## src/rtl/board_gpi_debounce_if.sv

```systemverilog
// Pin-level bundle for board_gpi_debounce: raw pins in, debounced levels,
// edge pulses and edge-capture/interrupt status out.
interface board_gpi_debounce_if #(
  parameter int GpiWidth = 8
);
  logic [GpiWidth-1:0] gp_raw_i;
  logic [GpiWidth-1:0] gp_o;
  logic [GpiWidth-1:0] rise_o;
  logic [GpiWidth-1:0] fall_o;
  logic [GpiWidth-1:0] rise_en_i;
  logic [GpiWidth-1:0] fall_en_i;
  logic [GpiWidth-1:0] clear_i;
  logic [GpiWidth-1:0] irq_mask_i;
  logic [GpiWidth-1:0] pending_o;
  logic                irq_o;

  modport master (
    output gp_raw_i, rise_en_i, fall_en_i, clear_i, irq_mask_i,
    input  gp_o, rise_o, fall_o, pending_o, irq_o
  );

  modport slave (
    input  gp_raw_i, rise_en_i, fall_en_i, clear_i, irq_mask_i,
    output gp_o, rise_o, fall_o, pending_o, irq_o
  );
endinterface

```

## src/rtl/board_gpi_debounce.sv

```systemverilog
// Per-channel synchroniser + debounce counter for board GPIs, with optional
// edge capture and level interrupt enabled by macro GPI_EDGE_IRQ_EN.
module board_gpi_debounce #(
  parameter int GpiWidth       = 8,
  parameter int SyncStages     = 2,
  parameter int DebounceCycles = 250000
) (
  input  logic                 clk_sys_i,
  input  logic                 rst_sys_ni,
  board_gpi_debounce_if.slave  bus
);

  localparam int CntW = $clog2(DebounceCycles + 1);
  localparam logic [CntW-1:0] CntMax = CntW'(DebounceCycles - 1);

  logic [GpiWidth-1:0] r_sync [SyncStages];
  logic [CntW-1:0]     r_cnt  [GpiWidth];
  logic [GpiWidth-1:0] r_stable;
  logic [GpiWidth-1:0] r_stable_q;

  logic [GpiWidth-1:0] w_sync;
  logic [CntW-1:0]     w_cnt_next [GpiWidth];
  logic [GpiWidth-1:0] w_stable_next;

  // NOTE: the synchroniser is an array, but it is still reset explicitly so a
  // pin held through reset restarts the full latency instead of leaking in early.
  always_ff @(posedge clk_sys_i) begin
    if (!rst_sys_ni) begin
      for (int k = 0; k < SyncStages; k++) r_sync[k] <= '0;
    end else begin
      r_sync[0] <= bus.gp_raw_i;
      for (int k = 1; k < SyncStages; k++) r_sync[k] <= r_sync[k-1];
    end
  end

  assign w_sync = r_sync[SyncStages-1];

  // NOTE: every output of this block is given a default first, so no path
  // leaves a value unassigned and no latch can be inferred.
  always_comb begin
    w_stable_next = r_stable;
    for (int i = 0; i < GpiWidth; i++) begin
      w_cnt_next[i] = '0;
      if (w_sync[i] != r_stable[i]) begin
        if (r_cnt[i] == CntMax) w_stable_next[i] = w_sync[i];
        else                    w_cnt_next[i]    = r_cnt[i] + 1'b1;
      end
    end
  end

  // NOTE: state is updated with non-blocking assignments so all flops sample
  // the pre-edge values regardless of statement order.
  always_ff @(posedge clk_sys_i) begin
    if (!rst_sys_ni) begin
      for (int i = 0; i < GpiWidth; i++) r_cnt[i] <= '0;
      r_stable   <= '0;
      r_stable_q <= '0;
    end else begin
      for (int i = 0; i < GpiWidth; i++) r_cnt[i] <= w_cnt_next[i];
      r_stable   <= w_stable_next;
      r_stable_q <= r_stable;
    end
  end

  // Pulses span the first cycle in which the new stable level is visible.
  assign bus.gp_o   = r_stable;
  assign bus.rise_o = r_stable & ~r_stable_q;
  assign bus.fall_o = ~r_stable & r_stable_q;

`ifdef GPI_EDGE_IRQ_EN
  logic [GpiWidth-1:0] r_pending;
  logic                r_irq;
  logic [GpiWidth-1:0] w_set;

  assign w_set = (bus.rise_o & bus.rise_en_i) | (bus.fall_o & bus.fall_en_i);

  always_ff @(posedge clk_sys_i) begin
    if (!rst_sys_ni) begin
      r_pending <= '0;
      r_irq     <= 1'b0;
    end else begin
      // A capture in the same cycle as its clear must not be lost.
      r_pending <= (r_pending & ~bus.clear_i) | w_set;
      r_irq     <= |(r_pending & bus.irq_mask_i);
    end
  end

  assign bus.pending_o = r_pending;
  assign bus.irq_o     = r_irq;
`else
  logic w_unused_cfg;
  assign w_unused_cfg  = ^{bus.rise_en_i, bus.fall_en_i, bus.clear_i, bus.irq_mask_i};
  assign bus.pending_o = '0;
  assign bus.irq_o     = 1'b0;
`endif

endmodule

```

## src/flat_wrapper.sv

```systemverilog
// flat-port wrapper written by rule: the top's interface ports become plain ports
module board_gpi_debounce_flat 
#(
  parameter int GpiWidth       = 8,
  parameter int SyncStages     = 2,
  parameter int DebounceCycles = 250000
)
  (clk_sys_i, rst_sys_ni, bus_gp_raw_i, bus_rise_en_i, bus_fall_en_i, bus_clear_i, bus_irq_mask_i, bus_gp_o, bus_rise_o, bus_fall_o, bus_pending_o, bus_irq_o);
  board_gpi_debounce_if #(.GpiWidth(GpiWidth)) bus_i ();
  input  logic clk_sys_i;
  input  logic rst_sys_ni;
  input wire logic [$bits(bus_i.gp_raw_i)-1:0] bus_gp_raw_i;
  input wire logic [$bits(bus_i.rise_en_i)-1:0] bus_rise_en_i;
  input wire logic [$bits(bus_i.fall_en_i)-1:0] bus_fall_en_i;
  input wire logic [$bits(bus_i.clear_i)-1:0] bus_clear_i;
  input wire logic [$bits(bus_i.irq_mask_i)-1:0] bus_irq_mask_i;
  output wire logic [$bits(bus_i.gp_o)-1:0] bus_gp_o;
  output wire logic [$bits(bus_i.rise_o)-1:0] bus_rise_o;
  output wire logic [$bits(bus_i.fall_o)-1:0] bus_fall_o;
  output wire logic [$bits(bus_i.pending_o)-1:0] bus_pending_o;
  output wire logic [$bits(bus_i.irq_o)-1:0] bus_irq_o;
  assign bus_i.gp_raw_i = bus_gp_raw_i;
  assign bus_i.rise_en_i = bus_rise_en_i;
  assign bus_i.fall_en_i = bus_fall_en_i;
  assign bus_i.clear_i = bus_clear_i;
  assign bus_i.irq_mask_i = bus_irq_mask_i;
  assign bus_gp_o = bus_i.gp_o;
  assign bus_rise_o = bus_i.rise_o;
  assign bus_fall_o = bus_i.fall_o;
  assign bus_pending_o = bus_i.pending_o;
  assign bus_irq_o = bus_i.irq_o;
  board_gpi_debounce #(.GpiWidth(GpiWidth), .SyncStages(SyncStages), .DebounceCycles(DebounceCycles)) u_core (.clk_sys_i(clk_sys_i), .rst_sys_ni(rst_sys_ni), .bus(bus_i));
endmodule
```

## config.mk

```make
export PLATFORM = sky130hd
export DESIGN_NAME = board_gpi_debounce_flat
export DESIGN_NICKNAME = d
export VERILOG_FILES = /design/src/rtl/board_gpi_debounce_if.sv /design/src/rtl/board_gpi_debounce.sv /design/src/flat_wrapper.sv
export SDC_FILE = /design/constraint.sdc
export NUM_CORES = 1
export LEC_CHECK = 0
export ABC_AREA = 1
export CAP_MARGIN = 20
export CORE_MARGIN = 5
export CORE_UTILIZATION = 30
export DETAILED_ROUTE_END_ITERATION = 12
export GPL_TIMING_DRIVEN = 0
export PLACE_DENSITY = 0.45
export SKIP_CTS_REPAIR_TIMING = 1
export SYNTH_ARGS = -nofsm -noshare
export SYNTH_HDL_FRONTEND = slang
export SYNTH_SLANG_ARGS = --single-unit
```

## constraint.sdc

```tcl
create_clock -name clk_sys_i -period 1.4 [get_ports clk_sys_i]
set_input_delay 0.28 -clock clk_sys_i [delete_from_list [all_inputs] [get_ports clk_sys_i]]
set_output_delay 0.28 -clock clk_sys_i [all_outputs]
set_load 0.03 [all_outputs]
```

## After elaboration in Yosys (flattened, before gate mapping)

Memories as Yosys holds them, arrays and structs flattened.
Cells that the tools add are included.

| operators by class | value |
|---|---|
| add/sub/neg operators | 8 |
| equal/unequal tests | 16 |
| mux-type cells | 28 |
| bitwise logic cells | 14 |
| reduce and logical (&&, ||, !) cells | 8 |

Operators with widths:

| operator | number |
|---|---|
| $mux W18 | 24 |
| $add A18 B1 Y18 const B | 8 |
| $eq A18 B18 Y1 const B | 8 |
| $and A8 B8 Y8 | 2 |
| $mux W8 | 2 |
| $not A8 Y8 | 2 |
| $reduce_and A2 Y1 | 8 |
| $or A1 B1 Y1 | 10 |
| $ne A1 B1 Y1 | 8 |
| $mux W1 | 2 |

| word-level totals | value |
|---|---|
| register bits | 16 |
| RAM bits | 160 |
| word-level logic and storage cells | 85 |
| memories kept | 2 |

Memory list:

| name | words | width | read ports | clocked after Yosys merged registers in | write ports | line | RTL |
|---|---|---|---|---|---|---|---|
| u_core.r_cnt | 8 | 18 | 8 | 0 | 8 | board_gpi_debounce.sv:17 | `logic [CntW-1:0] r_cnt [GpiWidth];` |
| u_core.r_sync | 2 | 8 | 2 | 0 | 2 | board_gpi_debounce.sv:16 | `logic [GpiWidth-1:0] r_sync [SyncStages];` |

## Depth between registers and ports, before layout

Gate-level depths: netlist of run 1.
An unclocked memory read counts as a cell.

| logic depth | value |
|---|---|
| depth after elaboration | 5 |
| gate-level depth with buffers | 9 |
| depth with buffers taken out | 9 |

## Worst setup path before layout of run 1

Ideal clock, no wire load.

| path | value |
|---|---|
| path kind | reg2reg |
| from | memory u_core.r_cnt[1][18] (netlist name) |
| to | memory u_core.r_cnt[1][31] (netlist name) |
| arrival | 1.324 ns |
| path slack | -0.039 ns |
| cell stages (with the launch flop) | 10 |
| buffers on the path | 1 |
| clock period less this slack | 1.439 ns |
| cell sequence | dfxtp_1 -> ha_1 -> nand2_2 -> nor2_4 -> nand3_2 -> nor2_4 -> nand2_2 -> nand2_4 -> buf_12 -> nor2_2 |

RTL lines:

| item | line |
|---|---|
| from (decl) | board_gpi_debounce.sv:17 |

==> out/summary.txt, run 1 <==
status: finished with violations
violated checks: negative setup slack
Bufs and invs on worst path: 1
hpwl dp: 14010 um
antenna violations before repair: 0
Worst setup endpoint: u_core.r_cnt[0][31]$_SDFF_PP0_
Top delay family on crit path: simple AND/OR/NAND/NOR gates
nets: 1468
row cnt: 62
P per Cell Area: 894.2 mW/mm2
IO Count: 75
first-pass GRT wire length: 32520 um
Max stage delay cell, worst path: dfxtp_4
Pint: 8.053 mW
Placed Instance Area: 0.009530 mm2
Max-slew headroom: 36.35%
share of cells above drive strength 1: 25.73%
final worst-path cycle share: 108.4%
fin. max-slew vios: 0
fraction of registers with async set/reset: 0%
maximum clock insertion buffer count: 2
Cell Area, Synth: 0.008687 mm2
Synth Instances: 1295
cell area after layout: 0.01156 mm2
largest net degree at the start of global routing: 17
Worst path depth: 7
Clock Latency Late Sink: 430 ps
all-layer global routing usage: 11.82%
final worst setup slack: -117.1 ps
r2r worst-path depth: 7
Area contributors post-synth: dfxtp_1 41%, nand2_1 14%, nor2_1 12%
port bufs: 32
synth warn: 0
crit path cell chain: ha_4 > nand2_4 > nor2_4 > nand3_4 > o21bai_4 > buf_6 > nor2_1
crit-path max FO: 6
Flop pwr share: 48.6%
vias in the first global route: 6933
total iterations of the first detailed-routing run: 4
top-area cell type share of the netlist area: 40.56%
Seq cells post-synth: 176
via/cell ratio: 4.262
Core Region: 0.02863 mm2
Area Overhead vs Synth: 33.04%
Sinks on Clock Net: 176
Die Width: 180.2 um
sequential area share after synthesis: 40.56%
main flop type after synthesis: dfxtp_1
Mapped Avg Cell Area: 6.708 um2
Critical Path Start Type: register
crit-path max cell delay: 370 ps
post-layout min period: 1517 ps
Root Driver: clkbuf_16
Worst Hold Class: in -> reg
WP data required: 1720 ps
total clock buffers created by CTS: 17
routed length per instance: 11.28 um
max cap viols: 0
CTS H-Tree Depth: 4
RD Place Congestion: 0.8295
unrepaired setup endpoints after global routing: yes
Worst EP arrival: 1830 ps
Setup crit end kind: register
crit path kind: reg -> reg
number of synthesized flops with an enable pin: 0
distinct cell type count after synthesis: 32
clock network fraction of total power: 48.3%
Die Ht: 180.2 um
vias: 7732
CTS tree: built
Antenna Cells: 0
die area: 0.03246 mm2
Fmax: 659.2 MHz
Logic pwr share: 3.1%
setup_tns: -2455 ps
grt ovf: 0
Initial Util: 30.35%
Final ANT Viol Nets: 0
Leak: 3.951 nW
Worst-Margin Slew: 954.8 ps
switching power: 2.281 mW
r2r setup slk: -120 ps
worst vdd ir: 0.6652 mV
Max Clock Skew: 13.96 ps
launch point of the worst reg-to-reg path: u_core.r_cnt[0][18]$_SDFF_PP0_
Yosys top cell by area: dfxtp_1
final setup violation count: 47
Reg clk slew, reported paths: 70 ps
worst r2r dst: u_core.r_cnt[0][31]$_SDFF_PP0_
Sw Share: 22.07%
DR iter-0 viols: 322
endpoints failing hold: 0
DRC viols: 0
critical path launch point: u_core.r_cnt[0][18]$_SDFF_PP0_
drt total wl: 20470 um
## power groups by stage
stage / clock (mW) / combinational, mW / sequential [mW]
finish: 5.00 / 0.316 / 5.02
global route: 5.37 / 0.346 / 5.02
CTS: 5.19 / 0.225 / 5.05
detailed placement: 0 / 0.225 / 5.16
global placement: 0 / 0.225 / 5.16
floorplan: 0 / 0.151 / 5.16
## cells by family after synthesis
| group | synth area share (%) |
|---|---|
| fa+ha+maj | 1.152 |
| flops | 40.56 |
| xor+xnor | 5.848 |
| simple gates | 36.66 |
| other cells | 0.04317 |
| buf+inv | 9.348 |
| compound gates | 6.395 |
## flip-flops by register name (all words and copies together), names as in the netlist
name	count
u_core.bus.gp_o	8
u_core.r_sync	16
u_core.r_stable_q	8
u_core.r_cnt	144
## final cells by class
class / count / area, um2
Timing Repair Buffer: 93 / 899.6
Inverter: 167 / 644.4
Multi-Input combinational cell: 942 / 5097
Clock buffer: 19 / 452.9
Clock inverter: 12 / 158.9
Fill cell: 2960 / 17070
Buffer: 21 / 207.7
Sequential cell: 176 / 3616
Tap cell: 384 / 480.5
## synth_stat cells, types with 6 or more instances
cell type and instances:
nand3_1 70, or2_0 6, ha_1 8, buf_6 7
o21ai_0 25, or2_2 10, inv_1 164, buf_4 10
o21bai_1 8, nor2_2 16, nor2_1 284, xnor2_1 11
xor2_1 47, a21oi_1 62, nand2_1 332, nor3_1 8
nand2_2 6, nand4_1 18, dfxtp_1 176
## through the flow
step | setup WS (ps) | utilization [%] | instances | power (mW) | hold WS (ps)
4_1_cts | -681.9 | 35.43 | 1750 | 10.46 | 187.4
6_report | -117.1 | 40.38 | 1814 | 10.33 | 187.3
5_1_grt | -185.2 | 40.38 | 1814 | 10.74 | 193.0
2_1_floorplan | 14.05 | - | 1303 | 5.311 | 377.6
3_5_place_dp | -320.6 | 33.29 | 1719 | 5.390 | 398.7
3_3_place_gp | -328.6 | 33.29 | 1719 | 5.389 | 393.9
## how the worst min path moves through the flow
stage | from | end | cells past startpoint
floorplan | bus_gp_raw_i[0] | u_core.r_sync[0][0]$_SDFF_PN0_ | 2
global placement | u_core.r_sync[0][3]$_SDFF_PN0_ | u_core.r_sync[0][11]$_SDFF_PN0_ | 2
detailed placement | u_core.r_sync[0][7]$_SDFF_PN0_ | u_core.r_sync[0][15]$_SDFF_PN0_ | 2
CTS | rst_sys_ni | u_core.bus.gp_o[1]$_SDFFE_PN0P_ | 3
global route | rst_sys_ni | u_core.bus.gp_o[1]$_SDFFE_PN0P_ | 3
finish | rst_sys_ni | u_core.bus.gp_o[1]$_SDFFE_PN0P_ | 3
## placed cells by master (no fill, tap or decap), types with 9 or more instances in the layout
master,synthesis,layout
o21ai_0,25,23
nand3_2,4,9
dfxtp_4,0,16
buf_4,10,62
conb_1,1,9
buf_6,7,18
inv_1,164,152
nor2_4,5,32
xnor2_1,11,11
clkbuf_16,0,23
a21oi_2,0,21
dfxtp_2,0,26
nor2_1,284,208
nand4_1,18,18
nand2_2,6,11
nand2_4,1,11
xor2_1,47,46
dfxtp_1,176,134
or2_2,10,10
a21oi_1,62,41
nand3_1,70,59
nor2_2,16,65
nand2_1,332,320
## worst register-to-register path: stages, from the launching register on
cell and delay (ps):
dfxtp_4 370, ha_4 150, nand2_4 60, nor2_4 210
nand3_4 120, o21bai_4 280, buf_6 170, nor2_1 50
## routing by layer
layer,global-route usage (%),up-vias,part of all wire [%]
li1,-,4221,-
met2,19.37,81,47
met4,3.085,0,1.4
met5,0,-,0
met3,2.624,17,3.2
met1,15.85,3413,49
Power figures use the tool's default switching activity.
==> run 2: changes to the inputs <==
Settings changed: CORE_UTILIZATION 30 to 45, PLACE_DENSITY 0.45 to 0.61.
Clock period 1.4 ns to 1.9 ns, I/O delays scaled along.
==> out/summary.txt, run 2 (synthesized netlist as in run 1, its figures left out) <==
Reg with most FFs: u_core.r_cnt (unchanged)
post-layout min period: 1708 ps
hpwl dp: 13060 um (was 14010 um)
final setup violation count: 0 (was 47)
Max stage delay cell, worst path: dfxtp_1 (was dfxtp_4)
commonest non-fill, non-tap cell in the layout: nand2_1 (unchanged)
final worst-path cycle share: 89.90%
max reg flops: 144 (unchanged)
P per Cell Area: 748.4 mW/mm2 (was 894.2 mW/mm2)
port bufs: 32 (unchanged)
Worst-Margin Slew: 873.7 ps (was 954.8 ps)
clock network fraction of total power: 48.4% (was 48.3%)
WP data required: 1520 ps (was 1720 ps)
crit path cell chain: inv_1 > nor2_1 > dlymetal6s2s_1 (was ha_4 > nand2_4 > nor2_4 > nand3_4 > o21bai_4 > buf_6 > nor2_1)
Pint: 5.969 mW (was 8.053 mW)
status: completed (was finished with violations)
Met2 Wirelength: 7998 um (was 9580 um)
highest routed layer: met4 (unchanged)
Sinks on Clock Net: 176 (unchanged)
total iterations of the first detailed-routing run: 4 (unchanged)
DR iter-0 viols: 270 (was 322)
Die Width: 148.9 um (was 180.2 um)
Leak: 3.872 nW (was 3.951 nW)
share of cells above drive strength 1: 7.028% (was 25.73%)
Placed Instance Area: 0.009363 mm2 (was 0.009530 mm2)
Bufs and invs on worst path: 2 (was 1)
Met1 Wirelength: 8676 um (was 9936 um)
Sw Share: 20.55% (was 22.07%)
all-layer global routing usage: 16.23% (was 11.82%)
Root Driver: clkbuf_16 (unchanged)
drt total wl: 17410 um (was 20470 um)
routed length per instance: 10.71 um (was 11.28 um)
endpoints failing hold: 0 (unchanged)
Initial Util: 46.13% (was 30.35%)
Flop pwr share: 49.5% (was 48.6%)
cell area after layout: 0.01004 mm2 (was 0.01156 mm2)
fin. max-slew vios: 0 (unchanged)
grt ovf: 0 (unchanged)
Placement Setup Slack: 184.9 ps (was -320.6 ps)
largest registers: u_core.r_cnt (144), u_core.r_sync (16) (unchanged)
via/cell ratio: 4.598 (was 4.262)
Clock Latency Late Sink: 420 ps (was 430 ps)
die area: 0.02218 mm2 (was 0.03246 mm2)
worst vdd ir: 0.5792 mV (was 0.6652 mV)
Final ANT Viol Nets: 0 (unchanged)
Fmax: 585.4 MHz
vias: 7476 (was 7732)
row cnt: 50 (was 62)
crit path kind: reg -> out (was reg -> reg)
Max Clock Skew: 8.291 ps (was 13.96 ps)
crit-path max cell delay: 480 ps (was 370 ps)
final worst setup slack: 191.9 ps (was -117.1 ps)
total clock buffers created by CTS: 17 (unchanged)
Hold Worst Slack: 287.6 ps (was 187.3 ps)
vias in the first global route: 6743 (was 6933)
IO Count: 75 (unchanged)
RD Place Congestion: 0.8535 (was 0.8295)
switching power: 1.544 mW (was 2.281 mW)
Setup crit end kind: output pin (was register)
first-pass GRT wire length: 30020 um (was 32520 um)
Worst EP arrival: 1330 ps (was 1830 ps)
nets: 1404 (was 1468)
Logic pwr share: 2.1% (was 3.1%)
Antenna Cells: 0 (unchanged)
antenna violations before repair: 0 (unchanged)
Max-slew headroom: 41.76% (was 36.35%)
CTS H-Tree Depth: 4 (unchanged)
Area Overhead vs Synth: 15.56% (was 33.04%)
DRC viols: 0 (unchanged)
CTS tree: built (unchanged)
Top delay family on crit path: flip-flops (was simple AND/OR/NAND/NOR gates)
unrepaired setup endpoints after global routing: no (was yes)
most frequent cells in the layout: 332 x nand2_1, 284 x nor2_1, 176 x dfxtp_1 (was 320 x nand2_1, 208 x nor2_1, 152 x inv_1)
Critical Path Start Type: register (unchanged)
WL met3: 587 um (was 663 um)
Power, Total: 7.513 mW (was 10.33 mW)
Reg clk slew, reported paths: 60 ps (was 70 ps)
max cap viols: 0 (unchanged)
Die Ht: 148.9 um (was 180.2 um)
crit-path max FO: 7 (was 6)
maximum clock insertion buffer count: 2 (unchanged)
final core utilization: 53.31% (was 40.38%)
largest net degree at the start of global routing: 17 (unchanged)
Worst Hold Class: in -> reg (unchanged)
Core Region: 0.01883 mm2 (was 0.02863 mm2)
run 2: cell count changes in the layout (fill, tap and decap cells not counted), sizes merged:
cell,delta
clkbuf,-10
clkinv,+1
clkinvlp,-2
buf,-71
dlymetal6s2s,+23
nand2,-3
inv,-2
run 2: path summary, 6_finish.rpt:
path                            cells after the start                              end                       startpoint  slack [ps]
worst max-delay path                                3                    bus_rise_o[6]  u_core.bus.gp_o[6]$_SDFFE_PN0P_         190
worst min-delay path                                3  u_core.bus.gp_o[0]$_SDFFE_PN0P_                       rst_sys_ni         290
worst max register to register                      9    u_core.r_cnt[1][7]$_SDFF_PP0_    u_core.r_cnt[1][0]$_SDFF_PP0_         200
worst min register to register                      2   u_core.r_sync[0][8]$_SDFF_PN0_   u_core.r_sync[0][0]$_SDFF_PN0_         410
run 2: cell type report:
class / instances / area [um2]
Timing Repair Buffer: 32 / 380.4
Sequential cell: 176 / 3523
Clock inverter: 9 / 131.4
Buffer: 21 / 185.2
Fill cell: 1927 / 8792
Clock buffer: 22 / 484.2
Tap cell: 260 / 325.3
Inverter: 167 / 626.9
Multi-Input combinational cell: 939 / 4382
run 2: worst register-to-register path: stages, from the launching register on:
cell,delay (ps)
dfxtp_1,420
ha_1,200
nand2_1,80
inv_1,110
nand2_1,100
nor2_1,100
nand3_1,130
nand2_2,210
buf_6,180
nor2_1,60
run 2: layer usage:
metal / GRT usage (%) / vias to the layer above
met1: 21.54 / 3285
li1: - / 4090
met2: 26.77 / 92
met5: 0 / -
met4: 3.982 / 0
met3: 3.829 / 9
run 2: power by group through the flow:
stage | logic [mW] | registers (mW) | clock network [mW]
2_1_floorplan | 0.111 | 3.80 | 0
3_3_place_gp | 0.159 | 3.80 | 0
3_5_place_dp | 0.160 | 3.80 | 0
4_1_cts | 0.161 | 3.72 | 3.75
5_1_grt | 0.175 | 3.72 | 3.88
6_report | 0.157 | 3.72 | 3.64
run 2: per-stage QoR:
step	TNS, ps	instances
finish	0	1626
detailed placement	0	1595
global placement	0	1595
floorplan	0	1303
CTS	-3019	1626
global route	0	1626
